<file path="src/rtl/dm_port_arbiter.sv">
// Two-port round-robin arbiter in front of the single-port data RAM.
// Port 0 is the core load/store path and port 1 is the debug/loader path.
// Winner commands are registered onto the RAM pins one cycle after the grant.
// Read data is steered back to the issuing port by a tag pipeline that tracks RAM latency.
module dm_port_arbiter #(
    parameter int unsigned DATA_W = 32,
    parameter int unsigned ADDR_W = 5,
    parameter int unsigned RD_LAT = 1
) (
    input  logic              clk,
    input  logic              rst,

    // Port 0: core load/store
    input  logic              req0,
    input  logic              we0,
    input  logic [ADDR_W-1:0] ad0,
    input  logic [DATA_W-1:0] d0,
    output logic              gnt0,
    output logic              rvalid0,
    output logic [DATA_W-1:0] q0,
    output logic              stall0,

    // Port 1: debug / loader
    input  logic              req1,
    input  logic              we1,
    input  logic [ADDR_W-1:0] ad1,
    input  logic [DATA_W-1:0] d1,
    output logic              gnt1,
    output logic              rvalid1,
    output logic [DATA_W-1:0] q1,

    // RAM side
    output logic              dm_we,
    output logic              dm_re,
    output logic [ADDR_W-1:0] dm_ad,
    output logic [DATA_W-1:0] dm_d,
    input  logic [DATA_W-1:0] dm_q
);

    // rr_last_q holds the most recently granted port; 1 at reset so port 0 wins first.
    logic              rr_last_q, rr_last_d;

    // Selected command for the cycle's winner
    logic              cmd_valid;
    logic              sel_we;
    logic [ADDR_W-1:0] sel_ad;
    logic [DATA_W-1:0] sel_d;

    // Command currently presented on the RAM pins
    logic              dm_we_q, dm_re_q;
    logic [ADDR_W-1:0] dm_ad_q;
    logic [DATA_W-1:0] dm_d_q;
    logic              cmd_port_q;

    // Read-tag pipeline; the last stage lines up with valid dm_q
    logic [RD_LAT-1:0] tag_valid_q, tag_valid_d;
    logic [RD_LAT-1:0] tag_port_q, tag_port_d;
    logic              tag_exit_valid;
    logic              tag_exit_port;

    // Arbitration: a single requester always wins, contention goes to the port not served last.
    // Grants are suppressed while reset is asserted.
    always_comb begin
        gnt0 = 1'b0;
        gnt1 = 1'b0;
        if (rst) begin
            if (req0 && req1) begin
                gnt0 = rr_last_q;
                gnt1 = ~rr_last_q;
            end else begin
                gnt0 = req0;
                gnt1 = req1;
            end
        end
    end

    // Core stall: port 0 is waiting on the RAM this cycle
    always_comb begin
        stall0 = req0 & ~gnt0;
    end

    // Round-robin pointer update and winner command mux
    always_comb begin
        rr_last_d = rr_last_q;
        if (gnt1) begin
            rr_last_d = 1'b1;
        end else if (gnt0) begin
            rr_last_d = 1'b0;
        end

        cmd_valid = gnt0 | gnt1;
        sel_we    = gnt1 ? we1 : we0;
        sel_ad    = gnt1 ? ad1 : ad0;
        sel_d     = gnt1 ? d1  : d0;
    end

    // Arbitration state and RAM pin registers; address/data hold when idle
    always_ff @(posedge clk or negedge rst) begin
        if (!rst) begin
            rr_last_q  <= 1'b1;
            dm_we_q    <= 1'b0;
            dm_re_q    <= 1'b0;
            dm_ad_q    <= '0;
            dm_d_q     <= '0;
            cmd_port_q <= 1'b0;
        end else begin
            rr_last_q  <= rr_last_d;
            dm_we_q    <= cmd_valid & sel_we;
            dm_re_q    <= cmd_valid & ~sel_we;
            if (cmd_valid) begin
                dm_ad_q    <= sel_ad;
                dm_d_q     <= sel_d;
                cmd_port_q <= gnt1;
            end
        end
    end

    // RAM pins are driven straight from registers
    always_comb begin
        dm_we = dm_we_q;
        dm_re = dm_re_q;
        dm_ad = dm_ad_q;
        dm_d  = dm_d_q;
    end

    // Tag shift: a read on the pins enters stage 0 and exits RD_LAT cycles later
    always_comb begin
        tag_valid_d    = tag_valid_q;
        tag_port_d     = tag_port_q;
        tag_valid_d[0] = dm_re_q;
        tag_port_d[0]  = cmd_port_q;
        for (int i = 1; i < int'(RD_LAT); i++) begin
            tag_valid_d[i] = tag_valid_q[i-1];
            tag_port_d[i]  = tag_port_q[i-1];
        end
    end

    // Tag pipeline register; reset drops any in-flight reads
    always_ff @(posedge clk or negedge rst) begin
        if (!rst) begin
            tag_valid_q <= '0;
            tag_port_q  <= '0;
        end else begin
            tag_valid_q <= tag_valid_d;
            tag_port_q  <= tag_port_d;
        end
    end

    // Response routing: dm_q passes through to the owning port only, others see zero
    always_comb begin
        tag_exit_valid = tag_valid_q[RD_LAT-1];
        tag_exit_port  = tag_port_q[RD_LAT-1];
        rvalid0        = tag_exit_valid & ~tag_exit_port;
        rvalid1        = tag_exit_valid & tag_exit_port;
        q0             = rvalid0 ? dm_q : '0;
        q1             = rvalid1 ? dm_q : '0;
    end

endmodule
</file>
<file path="config.mk">
export PLATFORM = sky130hd
export DESIGN_NAME = dm_port_arbiter
export DESIGN_NICKNAME = d
export VERILOG_FILES = /design/src/rtl/dm_port_arbiter.sv
export SDC_FILE = /design/constraint.sdc
export NUM_CORES = 1
export LEC_CHECK = 0
export BUFFER_PORTS_ARGS = -buffer_cell sky130_fd_sc_hd__clkbuf_2
export CAP_MARGIN = 20
export CORE_MARGIN = 4
export CORE_UTILIZATION = 40
export CTS_BUF_LIST = sky130_fd_sc_hd__clkbuf_4 sky130_fd_sc_hd__clkbuf_8
export CTS_CLUSTER_SIZE = 40
export DETAILED_ROUTE_END_ITERATION = 8
export GPL_TIMING_DRIVEN = 0
export PLACE_DENSITY = 0.85
export SETUP_SLACK_MARGIN = 0.15
export SLEW_MARGIN = 20
export SYNTH_ARGS = -nofsm -noshare
export SYNTH_HDL_FRONTEND = slang
export SYNTH_SLANG_ARGS = --single-unit
</file>
<file path="constraint.sdc">
create_clock -name clk -period 1.4 [get_ports clk]
set_input_delay 0.28 -clock clk [delete_from_list [all_inputs] [get_ports clk]]
set_output_delay 0.28 -clock clk [all_outputs]
set_load 0.02 [all_outputs]
</file>
==> impl_metrics.toml <==
[status]
status = "finished with violations"
violations = "setup timing"

[pwr]
p_per_area_nw_per_um2 = 807.0
swShare_pct = 40.94
pwr-share-clk_pct = 18.1
power_frac_comb_pct = 49.7
p_sw_w = 0.001983
p_seq_share_pct = 32.2
irDropWorstVdd_mv = 0.7706
p_leak_nw = 2.709
internal_power_w = 0.002861

[setup_path]
crit_buf_inv = 2
r2r_cells = 7
arrival_ns = 1.52
worst-path-max-fanout = 8
crit_path_start = "tag_exit_port$_DFF_PN0_"
crit_path_frequent_cell = "buf_8"
r2r_end = "dm_d[3]$_DFFE_PN0P_"
crit_end = "q0[9]"
cp_slowest_stage_delay_ns = 0.43
crit_required_ns = 1.12
worstSetupStartpointType = "flip-flop"
critPathKind = "flip-flop to output port"
reg2reg_setup_slack_ns = -0.22
path_cells = "and2b_4, buf_8, and2_4, buf_8"
worst_path_max_delay_cell = "dfrtp_2"
crit_family = "simple AND/OR/NAND/NOR gates"
r2r-start = "rr_last_q$_DFFE_PN1P_"
crit_cells = 4
end_kind = "output port"

[final_layout]
drive_gt1_share_pct = 77.80
insertedDiodeCount = 0
num-nets-final = 692
syn_to_final_growth_pct = 123.5
finalInstanceArea_sq_um = 6002

[global_routing]
overflow = 0
grt_pass1_vias = 4143
grt_pass1_wl_microns = 23070
antenna_found_initial = 0
grt_max_degree = 23
grt.total_usage_pct = 35.36

[timing]
skew_ns = 0.01821
timing.final.ws_setup_ns = -0.4022
rsz0062_at_grt = "true"
fin_crit_ns = 1.802
post-route-period-util_pct = 128.7
relSlewSlack_pct = 27.06
max_freq_mhz = 554.9
hold_slack_ns = 0.1952
drv_slew = 0
tightest_slew_ns = 1.094
hold_viol_final = 0
setup_violations = 107

[detailed_routing]
wl_per_cell_microns = 29.09
finalWirelength_microns = 19140
drt_iter0_drc = 514
drc = 0
vias = 4479
ant_nets = 0
detail_route.vias_per_cell = 6.807
drt-pass1-iter-count = 6

[logic_synthesis]
syn_area_sq_um = 2685
ys_seq_area_share_pct = 40.12
synthDistinctLibCells = 21
ys_seq_elements = 43
syn_inst = 316
syn_avg_cell_area_sq_um = 8.497
syn_nets = 428
yosysWarningCount = 0

[clock_network]
numCtsBuffers = 5
cts.clk_slew.worst_paths_ns = 0.12
htreeDepth = 2
numClockSinks = 43
cts_tree = "done"
worst_skew_pair.late_latency_ns = 0.33
cts_root_buf = "clkbuf_8"
clockBufferDepth = 2

[die]
fp-row-count = 29
io_pins = 220
dieArea_sq_um = 8087
core_sq_um = 6422
die_x_microns = 89.93
start_util_pct = 41.81
die_h_microns = 89.93

[place]
place_congestion = 0.8055
place_hpwl_microns = 8583
io_buffers = 218
post_dp_cell_area_sq_um = 3965

[flow_run]
cap_violations = 0

[hold_path]
whs_path_depth = 3
hold_start = "ad0[0]"
holdCritPathClass = "input pin to flip-flop"
kinds of logic (layout without fill, tap and decap cells):
family,Yosys count,after routing,share of synthesized area [%]
flip-flops,43,43,40.12
AO/OA/AOI/OAI,119,119,29.50
buffers and inverters,45,310,8.760
AND/OR/NAND/NOR,109,109,21.62
synthesized netlist by cell type:
master / instances / area (sq um)
o21ai_0: 34 / 170.2
nor2_1: 39 / 146.4
a21o_1: 1 / 7.510
and3_1: 33 / 206.5
o2111ai_1: 38 / 332.8
dfrtp_1: 42 / 1051
inv_1: 1 / 3.750
nand2_1: 2 / 7.510
and2_1: 34 / 212.7
a21oi_1: 2 / 10.01
and2b_1: 1 / 7.510
o21ai_1: 5 / 25.02
inv_2: 1 / 3.750
clkbuf_2: 3 / 15.01
buf_6: 6 / 67.56
dfstp_2: 1 / 26.28
buf_2: 14 / 70.07
a31oi_1: 37 / 231.5
o21a_2: 1 / 8.760
clkbuf_1: 20 / 75.07
o22ai_1: 1 / 6.260
flip-flops by register name, indices dropped and copies added (netlist names):
signal / flops
rr_last_q: 1
cmd_port_q: 1
tag_exit_port: 1
dm_re: 1
dm_ad: 5
tag_exit_valid: 1
dm_we: 1
dm_d: 32
worst register-to-register path, stage by stage (launching register included):
cell	delay [ns]
dfstp_2	0.58
buf_6	0.10
and2_4	0.16
buf_8	0.12
buf_12	0.12
buf_8	0.13
o21ai_2	0.06
a31oi_1	0.26
power groups by stage:
| stage | Combinational (W) | Sequential (W) | Clock [W] |
|---|---|---|---|
| global route | 0.00247 | 0.00156 | 0.000903 |
| finish | 0.00241 | 0.00156 | 0.000878 |
| detailed placement | 0.00137 | 0.00154 | 0 |
| floorplan | 0.000615 | 0.00172 | 0 |
| CTS | 0.00190 | 0.00152 | 0.000815 |
| global placement | 0.00135 | 0.00153 | 0 |
worst min path at each step:
stage                                to  slack (ns)
6_report           dm_ad[0]$_DFFE_PN0P_        0.20
5_1_grt            dm_ad[0]$_DFFE_PN0P_        0.21
4_1_cts             dm_d[5]$_DFFE_PN0P_        0.22
3_5_place_dp   tag_exit_valid$_DFF_PN0_        0.36
3_3_place_gp   tag_exit_valid$_DFF_PN0_        0.36
2_1_floorplan    cmd_port_q$_DFFE_PN0P_       -0.02
stage by stage:
step	worst slack (ns)	TNS (ns)	cells	total power, W	util (%)
3_5_place_dp	-1.086	-41.88	611	0.002912	61.74
2_1_floorplan	0.1032	0	316	0.002331	-
3_3_place_gp	-1.030	-38.34	611	0.002881	61.74
6_report	-0.4022	-27.87	658	0.004844	93.45
5_1_grt	-0.4154	-29.30	658	0.004935	93.45
4_1_cts	-0.3401	-20.53	646	0.004227	83.28
cells in the final DEF (no fill, tap or decap), types with 2 or more instances in the layout:
cell type and n:
nor2_4 2, clkbuf_2 155, buf_4 8, and3_4 32, o21ai_4 4, o2111ai_4 3, clkbuf_16 5, nand2_1 2
o21ai_2 30, a31oi_2 2, clkbuf_1 4, nor2_1 37, inv_2 2, a31oi_1 34, buf_2 7, o2111ai_2 35
clkbuf_8 21, buf_6 42, and2_4 33, clkbuf_4 4, dlygate4sd3_1 2, o21ai_1 4, buf_8 56, dfrtp_1 41
layer usage:
layer / GRT usage [%] / wire [microns] / vias up
met4: 17.35 / 2000 / 0
met1: 38.65 / 5786 / 2089
met3: 7.095 / 2139 / 152
met2: 64.97 / 9218 / 519
li1: - / - / 1719
met5: 0 / 0 / -
cell type report:
class / instances / area, sq um
flip-flops and latches: 43 / 1079
fillers: 206 / 420.4
repair buffers: 257 / 2198
clock inverters: 2 / 12.51
inverters: 2 / 7.507
plain buffers: 43 / 421.7
well taps: 77 / 96.34
multi-input cells: 228 / 2111
clock buffers: 6 / 76.32
timing repair:
action / 4_1_cts / 5_1_grt
buffers inserted: 10 / 11
pin swaps: 57 / 45
setup endpoints to repair: 110 / 128
cloned: 14 / 1
hold buffers: 3 / 0
hold endpoints to repair: 42 / 0
gates resized for setup: 263 / 204
No activity file was read; power rests on OpenSTA's default activity.
